--- src/rtl/cla_pkg.sv ---
// Shared constants and types for the pipelined carry-lookahead subtractor.
// Holds the slice width, slice result type and operand-width legality check.
package cla_pkg;

  localparam int SLICE_W = 4;

  typedef struct packed {
    logic [SLICE_W-1:0] sum;
    logic               cout;
  } slice_res_t;

  // Operand width must split evenly into slices and give at least two stages.
  function automatic bit width_ok(input int w);
    return (w >= 2 * SLICE_W) && ((w % SLICE_W) == 0);
  endfunction

endpackage

--- src/rtl/cla_slice4.sv ---
// Combinational 4-bit carry-lookahead slice: s = x + y + ci, co = carry out.
// Zero latency; no handshake, so it never stalls.
module cla_slice4
  import cla_pkg::*;
(
  input  logic [SLICE_W-1:0] x,
  input  logic [SLICE_W-1:0] y,
  input  logic               ci,
  output logic [SLICE_W-1:0] s,
  output logic               co
);

  logic [SLICE_W-1:0] w_g;
  logic [SLICE_W-1:0] w_p;
  logic [SLICE_W:0]   w_c;
  slice_res_t         w_res;

  assign w_g = x & y;
  assign w_p = x ^ y;

  assign w_c[0] = ci;
  assign w_c[1] = w_g[0] | (w_p[0] & w_c[0]);
  assign w_c[2] = w_g[1] | (w_p[1] & w_g[0]) | (w_p[1] & w_p[0] & w_c[0]);
  assign w_c[3] = w_g[2] | (w_p[2] & w_g[1]) | (w_p[2] & w_p[1] & w_g[0])
                | (w_p[2] & w_p[1] & w_p[0] & w_c[0]);
  assign w_c[4] = w_g[3] | (w_p[3] & w_g[2]) | (w_p[3] & w_p[2] & w_g[1])
                | (w_p[3] & w_p[2] & w_p[1] & w_g[0])
                | (w_p[3] & w_p[2] & w_p[1] & w_p[0] & w_c[0]);

  assign w_res = '{sum: w_p ^ w_c[SLICE_W-1:0], cout: w_c[SLICE_W]};
  assign s     = w_res.sum;
  assign co    = w_res.cout;

endmodule

--- src/rtl/cla_sub_pipe.sv ---
// Pipelined subtractor diff = a - b - bin, one 4-bit lookahead slice per stage.
// Latency WIDTH/4 cycles; global stall: every stage holds while out_valid & ~out_ready.
// Optional signed overflow output enabled by defining CLA_SUB_OVF_EN.
module cla_sub_pipe
  import cla_pkg::*;
#(
  parameter int WIDTH = 16
) (
  input  logic             clk,
  input  logic             rst_n,
  input  logic             in_valid,
  output logic             in_ready,
  input  logic [WIDTH-1:0] a,
  input  logic [WIDTH-1:0] b,
  input  logic             bin,
  output logic             out_valid,
  input  logic             out_ready,
  output logic [WIDTH-1:0] diff,
  output logic             bout
`ifdef CLA_SUB_OVF_EN
  ,
  output logic             ovf
`endif
);

  localparam int STAGES = WIDTH / SLICE_W;

  if (!width_ok(WIDTH)) begin : g_bad_width
    $error("cla_sub_pipe: WIDTH must be a multiple of 4 and >= 8");
  end

  logic [STAGES-1:0]              r_vld;
  logic [WIDTH-1:0]               r_d  [STAGES];
  logic [WIDTH-1:0]               r_a  [STAGES-1];
  logic [WIDTH-1:0]               r_nb [STAGES-1];
  logic [STAGES-2:0]              r_c;
  logic                           r_bout;

  logic                           w_en;
  logic [STAGES-1:0][SLICE_W-1:0] w_x;
  logic [STAGES-1:0][SLICE_W-1:0] w_y;
  logic [STAGES-1:0][SLICE_W-1:0] w_s;
  logic [STAGES-1:0]              w_ci;
  logic [STAGES-1:0]              w_co;
  logic [STAGES-1:0][WIDTH-1:0]   w_dn;

  assign w_en     = out_ready | ~r_vld[STAGES-1];
  assign in_ready = w_en;

  // Subtraction as a + ~b + ~bin; each stage consumes one nibble of the piped operands.
  for (genvar k = 0; k < STAGES; k++) begin : g_slice
    if (k == 0) begin : g_first
      assign w_x[k]  = a[SLICE_W-1:0];
      assign w_y[k]  = ~b[SLICE_W-1:0];
      assign w_ci[k] = ~bin;
      assign w_dn[k] = WIDTH'(w_s[k]);
    end else begin : g_rest
      assign w_x[k]  = r_a[k-1][SLICE_W*k +: SLICE_W];
      assign w_y[k]  = r_nb[k-1][SLICE_W*k +: SLICE_W];
      assign w_ci[k] = r_c[k-1];
      assign w_dn[k] = r_d[k-1] | (WIDTH'(w_s[k]) << (SLICE_W * k));
    end

    cla_slice4 u_slice (
      .x  (w_x[k]),
      .y  (w_y[k]),
      .ci (w_ci[k]),
      .s  (w_s[k]),
      .co (w_co[k])
    );
  end

  always_ff @(posedge clk or negedge rst_n) begin
    if (!rst_n) begin
      r_vld  <= '0;
      r_c    <= '0;
      r_bout <= 1'b0;
      for (int k = 0; k < STAGES; k++) r_d[k] <= '0;
      for (int k = 0; k < STAGES - 1; k++) begin
        r_a[k]  <= '0;
        r_nb[k] <= '0;
      end
    end else if (w_en) begin
      r_vld   <= {r_vld[STAGES-2:0], in_valid};
      r_a[0]  <= a;
      r_nb[0] <= ~b;
      for (int k = 1; k < STAGES - 1; k++) begin
        r_a[k]  <= r_a[k-1];
        r_nb[k] <= r_nb[k-1];
      end
      for (int k = 0; k < STAGES; k++) r_d[k] <= w_dn[k];
      r_c    <= w_co[STAGES-2:0];
      r_bout <= ~w_co[STAGES-1];
    end
  end

`ifdef CLA_SUB_OVF_EN
  logic r_ovf;

  // Sign bits come from the operands piped into the last stage; b's sign is ~(~b).
  always_ff @(posedge clk or negedge rst_n) begin
    if (!rst_n) begin
      r_ovf <= 1'b0;
    end else if (w_en) begin
      r_ovf <= (r_a[STAGES-2][WIDTH-1] ^ ~r_nb[STAGES-2][WIDTH-1])
             & (w_s[STAGES-1][SLICE_W-1] ^ r_a[STAGES-2][WIDTH-1]);
    end
  end

  assign ovf = r_ovf;
`endif

  assign out_valid = r_vld[STAGES-1];
  assign diff      = r_d[STAGES-1];
  assign bout      = r_bout;

endmodule

--- config.mk ---
export PLATFORM = sky130hd
export DESIGN_NAME = cla_sub_pipe
export DESIGN_NICKNAME = d
export VERILOG_FILES = /design/src/rtl/cla_pkg.sv /design/src/rtl/cla_slice4.sv /design/src/rtl/cla_sub_pipe.sv
export SDC_FILE = /design/constraint.sdc
export NUM_CORES = 1
export LEC_CHECK = 0
export ABC_CLOCK_PERIOD_IN_PS = 2760
export BUFFER_PORTS_ARGS = -buffer_cell sky130_fd_sc_hd__buf_2
export CORE_ASPECT_RATIO = 1.75
export CORE_MARGIN = 2
export CORE_UTILIZATION = 61
export CTS_CLUSTER_DIAMETER = 100
export DETAILED_ROUTE_END_ITERATION = 12
export PLACE_DENSITY_LB_ADDON = 0.2
export SYNTH_ARGS = -nofsm -noshare
export SYNTH_HDL_FRONTEND = slang
export SYNTH_SLANG_ARGS = --single-unit
export TNS_END_PERCENT = 100
--- constraint.sdc ---
create_clock -name clk -period 2.76 [get_ports clk]
set_input_delay 0.138 -clock clk [delete_from_list [all_inputs] [get_ports clk]]
set_output_delay 0.138 -clock clk [all_outputs]
set_load 0.1 [all_outputs]
### After elaboration in Yosys (flattened, before gate mapping)

Cells that the tools add are included.

* register bits: 156
* bits of input ports: 37
* output and inout port bits: 19
* word-level logic and storage cells: 138

* bitwise logic cells: 125

Operators by type and width (count)
* 1-bit AND: 64
* 1-bit OR: 41
* 4-bit XOR: 8
* 4-bit AND: 4
* 16-bit NOT: 1
* 16-bit by 12-bit OR with 16-bit output: 1
* 16-bit OR: 1
* 4-bit by 8-bit OR with 8-bit output: 1
* 4-bit NOT: 1
* 1-bit NOT: 3

### Longest topological paths before layout

Gate-level depths: netlist of the first run.

* depth after elaboration: 7
* depth in mapped cells: 7
* depth with buffers taken out: 6

### By module

A second synthesis of the first run with hierarchy kept.

* cell total of the unflattened synthesis: 300
* area, all modules: 4340.4 µm²

Modules (own cells, without submodules)
* cla_sub_pipe: times used 1, cells each 240, area each 3779.9 µm²
* cla_slice4 (g_slice[0].u_slice ...): times used 2, cells each 17, area each 147.6 µm²
* cla_slice4 (g_slice[2].u_slice ...): times used 2, cells each 13, area each 132.6 µm²

### Worst setup path after synthesis of the first run

OpenSTA, ideal clock, no wires.

* path type: reg2reg
* from: register r_vld[3]
* to: register r_d, in the netlist diff[12]
* library setup time: 0.147 ns
* arrival time: 2.010 ns
* required time: 2.613 ns
* slack: 0.603 ns
* stages on the path, launching flop included: 7
* buffers on the path: 3
* cell sequence: dfrtp_1 > nor2b_1 > buf_2 > inv_2 > buf_2 > buf_2 > a21oi_1

* longest elaborated chain between the ends: 2

Ends and longest elaborated chain
* start, declared: RTL line cla_sub_pipe.sv:32 `logic [STAGES-1:0] r_vld;`
* start signal, assigned: RTL line cla_sub_pipe.sv:84 `r_vld <= {r_vld[STAGES-2:0], in_valid};`
* 1-bit NOT: RTL line cla_sub_pipe.sv:47 `assign w_en = out_ready | ~r_vld[STAGES-1];`
* 1-bit OR: RTL line cla_sub_pipe.sv:47
* net in_ready: RTL line cla_sub_pipe.sv:12 `output logic in_ready,`
* end, declared: RTL line cla_sub_pipe.sv:33 `logic [WIDTH-1:0] r_d [STAGES];`

The timed path passes the listed nets, and every way through them passes these cells.
A chain may end at the register's enable or synchronous reset.

### Final worst setup path of the first run

* from: register r_vld[3]
* to: register r_d[26] (netlist name)

* longest elaborated chain between the ends: 2

Ends and longest elaborated chain (RTL line)
* 1-bit NOT: cla_sub_pipe.sv:47
* 1-bit OR: cla_sub_pipe.sv:47

Every way passes these cells.

==> results of run 1 <==
sequential cells by signal, summed over array words and instances, names as in the netlist:
signal  cells
diff       16
r_nb       24
r_vld       4
r_d        24
r_c         3
r_a        24
bout        1
worst min-delay path, delay by kind of cell:
family / cells / cell delay (ps)
and+or+nand+nor: 2 / 90
buffers and inverters: 1 / 80
stage by stage:
step	std cells	cell area, µm²	hold slack (ps)	utilization [%]
after floorplan	453	4200	-158	-
after global placement	559	4420	230	65.4
after detailed placement	559	4420	228	65.4
after CTS	593	4890	0.874	72.4
after global routing	593	4890	15.0	72.4
final	593	4890	2.28	72.4
final cells by class:
class,instances,area [µm²]
inverters,12,46.3
well taps,84,105
fillers,527,1870
multi-input cells,308,1550
flip-flops and latches,96,2400
clock buffers,14,274
clock inverters,2,12.5
repair buffers,77,500
cell usage in the layout (no fill, tap or decap), drive strengths merged:
cell         instances
nand2              194
clkinvlp             1
and2                 1
nand2b               1
a211oi               7
xor2                 3
ha                  16
xnor2                4
nor2b                2
clkinv               2
nor2                22
inv                 11
dlygate4sd3         18
o21a                 1
o21ai               19
o31a                 1
fa                   4
a21o                 4
a31oi                1
o21bai               3
a21oi               22
buf                 59
a31o                 1
clkbuf              14
a22oi                1
dfrtp               96
or3                  1
path summary, 6_finish.rpt:
check	end	start	slack [ps]
max reg2reg	r_d[26]	r_vld[3]	1130
max in group asynchronous	r_nb[39]	rst_n	1990
max	r_d[26]	r_vld[3]	1130
min	r_a[42]	a[10]	2
min reg2reg	r_vld[2]	r_vld[2]	460
min in group asynchronous	r_d[19]	rst_n	380
power groups by stage:
stage / Clock [µW] / Sequential (µW) / Combinational [µW]
2_1_floorplan: 0 / 2400 / 2380
3_3_place_gp: 0 / 2360 / 2660
3_5_place_dp: 0 / 2390 / 2740
4_1_cts: 1190 / 2370 / 2780
5_1_grt: 1250 / 2450 / 3060
6_report: 1180 / 2370 / 2750
cells in the mapped netlist, types with 7 or more instances:
library cell  count  area [µm²]
buf_4            16         120
dfrtp_1          96        2400
buf_2            11        55.1
a211oi_1          7        52.6
nor2_1           22        82.6
inv_1            11        41.3
ha_1             16         200
a21oi_1          22         110
nand2_1         194         728
clkbuf_1         10        37.5
o21ai_0          16        80.1
kinds of logic (layout without fill, tap and decap cells):
kind of cell             count (synthesis)  after routing  share of synthesized area, %
flip-flops                              96             96                          57.2
buffers and inverters                   49            105                          6.14
AND/OR/NAND/NOR                        221            221                          20.2
adder cells (fa/ha/maj)                 20             20                          6.67
AO/OA/AOI/OAI                           60             60                          8.31
XOR/XNOR                                 7              7                          1.46
per-layer routing:
metal  global-route usage, %  part of all wire [%]  vias up
met2                    35.5                    51       44
met1                    30.9                    45     1432
met4                    8.57                   1.6        0
met5                       0                     0        -
met3                    4.24                   2.9        8
li1                        -                     -     1513
what timing repair did:
item                      4_1_cts  5_1_grt
hold buffers                   18        0
setup buffers                   0        0
hold endpoints to repair      113        0
gates resized for setup         0        0
==> run summary, run 1 <==
gpl congestion -> 0.791
I/O pins -> 56
R2R cell count -> 5
routed len/inst -> 12.5 µm
Post-synth ARST share -> 100%
Core ar. -> 6760 µm²
peak supply drop -> 0.940 mV
Mapped Nets -> 510
Worst path depth -> 5
clock sink total -> 96
Tmin final -> 1630 ps
Max Slew Vio Count -> 0
WL final -> 7.41 mm
overall die width -> 66.7 µm
area delta synth->final -> 16.4%
Flop pwr share -> 37.6%
Final nets -> 561
Power Internal -> 3480 µW
Initial DRC Count -> 290
Setup WS post-layout -> 1130 ps
RSZ-0062 raised after global routing -> false
H-tree lvl count -> 3
synth unique cells -> 28
Gate Count Post-Synth -> 453
Yosys Warn Count -> 0
die area -> 7590 µm²
Leak -> 0.00256 µW
endpoint class of the critical path -> flip-flop
Max Cap Viol -> 0
Fmax -> 614 MHz
number of I/O port buffers -> 55
initial antenna violation count -> 0
combinational power share -> 43.7%
CTS max path bufs -> 2
slowest stage delay, CP -> 500 ps
Top delay family on crit path -> buffers and inverters
main flop type after synthesis -> dfrtp_1
critical path peak fanout -> 59
sequential share of the synthesized area -> 57.2%
post-route ant nets -> 0
#FFs+latches synth -> 96
critical path's slowest cell -> buf_4
status -> finished, final reports clean
DP Wirelength -> 4.60 mm
Hold Path Depth -> 3
clock power share -> 18.7%
CTS buffer count -> 9
period utilization -> 59.0%
Mean Syn Cell Area -> 9.27 µm²
Post-synth EDFFs -> 0
drt first pass iters -> 4
clock slew seen by the registers of the worst setup and hold paths -> 60 ps
ANT cells -> 0
Power Total -> 6300 µW
crit-path cells -> nor2b_4 -> clkinv_2 -> buf_4 -> o21ai_0 -> o21ai_1
HP Class -> input port to flip-flop
first-pass GRT wire length -> 13.1 mm
Slew @ Worst Pin -> 734 ps
Psw -> 2820 µW
vias per cell -> 5.05
vias in the first global route -> 2884
pre-CTS setup slack -> 1170 ps
Final Setup Violations -> 0
Power Density -> 1290 nW/µm²
share of cells above drive strength 1 -> 14.9%
FP Rows -> 40
sum of buffers and inverters on the critical path -> 2
GRT overflow -> 0
Switching Share -> 44.7%
GRT Total Usage -> 22.5%
post-synthesis cell area -> 4200 µm²
final setup TNS -> 0 ps
initial core utilization -> 62.2%
final hold vios -> 0
type of the worst setup path -> flip-flop to flip-flop
required time of the critical path -> 3020 ps
Root Buffer -> clkbuf_16
drt drc -> 0
pin count of the biggest net entering global routing -> 97
CTS tree -> yes
Clock Skews -> 3.40 ps
Setup crit start kind -> flip-flop
Worst Path Arrival -> 1890 ps
clock latency at the later pin of the worst-skew pair -> 330 ps
Die Y -> 114 µm
normalized max-slew margin -> 51.1%
via count -> 2997
Note: power is estimated with default switching activity, not from simulation.
==> run 2, diff against run 1 <==
- ABC_AREA: default -> 1
- ABC_CLOCK_PERIOD_IN_PS: 2760 -> 1500
- CORE_UTILIZATION: 61 -> 57
- clock period: 2.76 -> 1.5 ns (I/O delays scaled with it)
==> run 2 against run 1 <==
Net effect:
- critical path depth unchanged
- wire length up 12%
- clock power up 100%
- cell count up 8.6%
- combinational power up 98%
- global-route usage down 0.75 points
- largest power group unchanged
==> run summary, run 2 <==
Fillers -> 598 (+13%)
complex-gate fraction of the synthesized area -> 5.80% (-2.5 points)
Setup crit start kind -> flip-flop
Post-synth EDFFs -> 0 (unchanged)
top flop regs -> r_a x24, r_d x24, r_nb x24
synth unique cells -> 19 (-32%)
Slew @ Worst Pin -> 516 ps (-218 ps)
WL final -> 8.33 mm (+12%)
vias per cell -> 5.08 (+0.44%)
DP Wirelength -> 4.85 mm (+5.5%)
normalized max-slew margin -> 65.6% (+15 points)
initial core utilization -> 57.8% (-4.4 points)
Initial DRC Count -> 246 (-15%)
routed len/inst -> 12.9 µm (+3.5%)
clock slew seen by the registers of the worst setup and hold paths -> 60 ps (about the same)
Fmax -> 692 MHz
Die Y -> 119 µm (+4.7%)
post-synthesis cell area -> 4310 µm² (+2.7%)
most frequent cell after synthesis -> nand2_1
first-pass GRT wire length -> 14.2 mm (+8.9%)
critical path peak fanout -> 12 (-80%)
share of the synthesized area in the top cell type -> 55.7% (-1.5 points)
Synth Area in Adders -> 6.50% (-0.17 points)
Leak -> 0.00278 µW (+8.7%)
Root Buffer -> clkbuf_16
Yosys Warn Count -> 0 (unchanged)
Worst Path Arrival -> 1370 ps (-520 ps)
required time of the critical path -> 1420 ps (-1600 ps)
worst setup path endpoint -> in_ready
clock sink total -> 96 (unchanged)
FP Rows -> 42 (+5.0%)
endpoint class of the critical path -> output port
vias in the first global route -> 3170 (+9.9%)
share of cells above drive strength 1 -> 16.2% (+1.3 points)
largest family of logic cells by synthesized area -> simple AND/OR/NAND/NOR gates
die area -> 8310 µm² (+9.4%)
area delta synth->final -> 22.1%
Mapped Nets -> 543 (+6.5%)
ANT cells -> 0 (unchanged)
number of I/O port buffers -> 55 (unchanged)
CTS buffer count -> 9 (unchanged)
clock latency at the later pin of the worst-skew pair -> 340 ps (about the same)
Synth top cells by count -> 204 x nand2_1, 96 x dfrtp_1, 47 x o21ai_0, 33 x inv_1, 25 x buf_4
final hold vios -> 0 (unchanged)
Power Total -> 12200 µW (+94%)
drt drc -> 0 (unchanged)
HP Class -> input port to flip-flop
type of the worst setup path -> flip-flop to output port
Placed Area -> 4590 µm² (+3.7%)
launch point of the worst reg-to-reg path -> r_nb[26]
gpl congestion -> 0.847 (+7.1%)
Max Cap Viol -> 0 (unchanged)
xor and xnor area share after synthesis -> 0.812% (-0.65 points)
Final nets -> 608 (+8.4%)
Post-synth ARST share -> 100% (unchanged)
via count -> 3269 (+9.1%)
status -> finished, final reports clean
CTS tree -> yes
Clock Skews -> 4.62 ps (+1.21 ps)
H-tree lvl count -> 3 (unchanged)
Mean Syn Cell Area -> 8.87 µm² (-4.3%)
CP Launch Point -> r_vld[3]
Core ar. -> 7460 µm² (+10%)
final setup TNS -> 0 ps (unchanged)
GRT overflow -> 0 (unchanged)
initial antenna violation count -> 0 (unchanged)
Setup WS post-layout -> 54.0 ps (-1080 ps)
sequential share of the synthesized area -> 55.7% (-1.5 points)
worst reg2reg endpoint -> r_d[27]
Max Slew Vio Count -> 0 (unchanged)
placed instance count -> 599 (+7.2%)
#FFs+latches synth -> 96 (unchanged)
Gate Count Post-Synth -> 486 (+7.3%)
r2r setup slk -> 100 ps (-1030 ps)
Final Setup Violations -> 0 (unchanged)
I/O pins -> 56 (unchanged)
overall die width -> 69.8 µm (+4.5%)
RSZ-0062 raised after global routing -> false
pin count of the biggest net entering global routing -> 97 (unchanged)
Tmin final -> 1450 ps
CTS max path bufs -> 2 (unchanged)
Simple-Gate Fraction of Synth Area -> 22.7% (+2.4 points)
Post-Layout Cell Count -> 644 (+8.6%)
main flop type after synthesis -> dfrtp_1
Power Density -> 2320 nW/µm² (+80%)
most frequent cells in the layout -> 204 x nand2_1, 95 x dfrtp_1, 53 x buf_2
mux contribution to synthesized area -> 0% (unchanged)
post-route ant nets -> 0 (unchanged)
dominant cell type by area after synthesis -> dfrtp_1
period utilization -> 96.4%
finished layout cell area -> 5270 µm² (+7.7%)
R2R cell count -> 7 (+2)
pre-CTS setup slack -> 58.6 ps (-1110 ps)
peak supply drop -> 1.23 mV (+31%)
top post-synthesis cells by area -> dfrtp_1 56%, nand2_1 18%, o21ai_0 5.5%
GRT Total Usage -> 21.7% (-0.75 points)
most common cell after layout, fill and taps aside -> nand2_1
drt first pass iters -> 4 (unchanged)
run 2: worst min path at each step:
stage	startpoint	to	depth (start not counted)
3_3_place_gp	rst_n	diff[5]	2
5_1_grt	bin	r_d[48]	3
3_5_place_dp	rst_n	diff[5]	2
4_1_cts	bin	r_d[48]	3
2_1_floorplan	rst_n	bout	0
6_report	bin	r_d[48]	3
run 2: kinds of logic (layout without fill, tap and decap cells):
logic type,count (synthesis),after routing
AOI/OAI and AO/OA,50,50
xor gates and xnor gates,4,4
adders and majority gates,20,20
buffers and inverters,70,140
DFF,96,96
and+or+nand+nor,246,246
run 2: repair_timing:
item                                    4_1_cts  5_1_grt
hold endpoints to repair                    121        0
resized for setup                             2        2
endpoints found under the setup margin        1        3
setup buffers                                 1        0
pin swaps                                     1        0
hold buffers                                 26        0
cloned                                        2        0
run 2: layer usage:
layer | GRT usage (%) | routed length, µm
met4 | 9.98 | 191
met5 | 0 | 0
met1 | 26.1 | 3570
met2 | 37.1 | 4240
met3 | 4.74 | 325
run 2: area by class of cell:
type | instances | area (µm²) | area share, %
sequential | 96 | 2410 | 45.7
multi-input combinational | 320 | 1570 | 29.8
timing repair buffer | 90 | 733 | 13.9
clock buffer | 14 | 284 | 5.39
inverter | 34 | 130 | 2.47
tap | 88 | 110 | 2.09
clock inverter | 2 | 35.0 | 0.665
run 2: worst max-delay path, stage by stage, from the launching register on:
cell,delay (ps)
dfrtp_4,480
inv_2,90
nor2_4,50
inv_4,90
buf_12,140
buf_12,170
run 2: power by group:
part           switching, µW  internal [µW]
logic                   3800           1650
registers                632           3730
clock network            919           1470
run 2: metrics by stage:
step | utilization [%] | hold slack (ps)
floorplan | - | -221
global placement | 61.5 | 165
detailed placement | 61.5 | 164
CTS | 70.2 | 95.4
global route | 70.6 | 113
finish | 70.6 | 98.4
==> run 3, diff against run 2 <==
- ABC_AREA: 1 -> default
==> run 3 against run 2 <==
Net effect:
- critical path depth unchanged
- highest routed layer unchanged
- cell area up 0.74%
- critical path type is now flip-flop to flip-flop
- power up 3.0%
==> run summary, run 3 (synthesis gave the netlist of run 1 again) <==
I/O pins -> 56 (unchanged)
r2r setup slk -> 8 ps (-90 ps)
Root Buffer -> clkbuf_16
Die Y -> 118 µm (-1.3%)
Fin Hold WS -> 142 ps (+43.6 ps)
Top delay family on crit path -> compound AO/OA/AOI/OAI gates
CTS max path bufs -> 2 (unchanged)
initial antenna violation count -> 0 (unchanged)
Tmin final -> 1490 ps (+45.5 ps)
vias in the first global route -> 3159 (-0.35%)
Final nets -> 588 (-3.3%)
sum of buffers and inverters on the critical path -> 0 (-4)
Clock Skews -> 5.04 ps (+0.423 ps)
period utilization -> 99.4% (+3.0 points)
type of the worst setup path -> flip-flop to flip-flop
critical path peak fanout -> 2 (-10)
most frequent cells in the layout -> 194 x nand2_1, 95 x dfrtp_1, 53 x buf_2
routed len/inst -> 13.6 µm (+5.4%)
clock slew seen by the registers of the worst setup and hold paths -> 60 ps (about the same)
launch point of the worst reg-to-reg path -> r_nb[12]
final setup TNS -> 0 ps (unchanged)
drt drc -> 0 (unchanged)
share of cells above drive strength 1 -> 19.3% (+3.1 points)
Power Density -> 2370 nW/µm² (+2.3%)
Setup crit start kind -> flip-flop
normalized max-slew margin -> 66.8% (+1.2 points)
gpl congestion -> 0.810 (-4.4%)
overall die width -> 68.9 µm (-1.2%)
GRT Total Usage -> 22.2% (+0.49 points)
Core ar. -> 7180 µm² (-3.8%)
GRT overflow -> 0 (unchanged)
crit-path cells -> ha_4 -> a211oi_2 -> o21bai_1 -> xnor2_1 -> o21ai_0
most common cell after layout, fill and taps aside -> nand2_1
Leak -> 0.00273 µW (-1.8%)
required time of the critical path -> 1710 ps (+290 ps)
Max Slew Vio Count -> 0 (unchanged)
area delta synth->final -> 26.3%
top flop regs -> r_a x24, r_d x24, r_nb x24
pin count of the biggest net entering global routing -> 42 (-57%)
ANT cells -> 0 (unchanged)
post-route ant nets -> 0 (unchanged)
Slew @ Worst Pin -> 501 ps (-15.2 ps)
H-tree lvl count -> 3 (unchanged)
final hold vios -> 0 (unchanged)
first-pass GRT wire length -> 13.6 mm (-4.0%)
clock sink total -> 96 (unchanged)
R2R cell count -> 5 (-2)
hold endpoint -> r_d[48]
drt first pass iters -> 4 (unchanged)
endpoint class of the critical path -> flip-flop
Worst Path Arrival -> 1700 ps (+330 ps)
Max Cap Viol -> 0 (unchanged)
vias per cell -> 5.12 (+0.79%)
finished layout cell area -> 5310 µm² (+0.74%)
hold path start -> bin
die area -> 8100 µm² (-2.5%)
HP Class -> input port to flip-flop
peak supply drop -> 1.14 mV (-6.7%)
Finished Core Util -> 73.9% (+3.3 points)
Hold Path Depth -> 3 (unchanged)
slowest stage delay, CP -> 410 ps (-70 ps)
worst reg2reg endpoint -> diff[15]
initial core utilization -> 58.5% (+0.69 points)
CTS buffer count -> 9 (unchanged)
Placed Area -> 4610 µm² (+0.49%)
Power Total -> 12600 µW (+3.0%)
number of I/O port buffers -> 55 (unchanged)
status -> finished, final reports clean
Fmax -> 670 MHz (-3.1%)
via count -> 3177 (-2.8%)
clock latency at the later pin of the worst-skew pair -> 330 ps (about the same)
FP Rows -> 41 (-2.4%)
WL final -> 8.47 mm (+1.6%)
Initial DRC Count -> 288 (+17%)
critical path's slowest cell -> dfrtp_1
CTS tree -> yes
Final Setup Violations -> 0 (unchanged)
DP Wirelength -> 5.02 mm (+3.5%)
-- run 3: how the worst max path moves through the flow --
stage | cells after the start | from | slack (ps) | end
final | 5 | r_nb[12] | 8 | diff[15]
after global routing | 5 | r_nb[12] | -80 | diff[14]
after CTS | 5 | r_nb[12] | 20 | diff[15]
after detailed placement | 5 | r_nb[36] | -9 | r_c[1]
after global placement | 5 | r_nb[36] | 40 | r_c[1]
after floorplan | 6 | r_vld[3] | -3 | diff[12]
-- run 3: where the power goes --
| part | total (µW) | internal (µW) | leakage [µW] | switching, µW |
|---|---|---|---|---|
| Sequential | 4430 | 3740 | 0.00114 | 686 |
| Clock | 2230 | 1330 | 0.000139 | 908 |
| Combinational | 5910 | 1970 | 0.00145 | 3940 |
-- run 3: layout make-up --
type / count / area, µm²
clock buffer: 12 / 246
clock inverter: 3 / 42.5
fill: 521 / 1880
inverter: 12 / 52.6
multi-input combinational: 308 / 1620
sequential: 96 / 2410
tap: 86 / 108
timing repair buffer: 103 / 827
timing repair inverter: 1 / 6.26
-- run 3: layer usage --
layer | GRT usage (%) | share of wire [%]
met1 | 28.0 | 42
met2 | 37.0 | 52
met3 | 3.82 | 3.7
met4 | 8.70 | 2.7
met5 | 0 | 0
-- run 3: worst min-delay path, delay by kind of cell --
family / cells / cell delay (ps)
AOI/OAI and AO/OA: 1 / 60
buffers and inverters: 1 / 120
adders and majority gates: 1 / 180
-- run 3: timing repair --
action | in CTS | in global routing
hold buffers | 26 | 0
gates resized for setup | 6 | 10
endpoints found under the setup margin | 6 | 20
pin swaps | 1 | 9
gates cloned | 1 | 1
buffers inserted | 2 | 3
hold endpoints to repair | 55 | 0
-- run 3: stage by stage --
step / setup slack [ps] / instances
floorplan: -3.21 / 453
global placement: 41.3 / 573
detailed placement: -8.72 / 573
CTS: 23.1 / 617
global route: -75.1 / 621
finish: 8.48 / 621
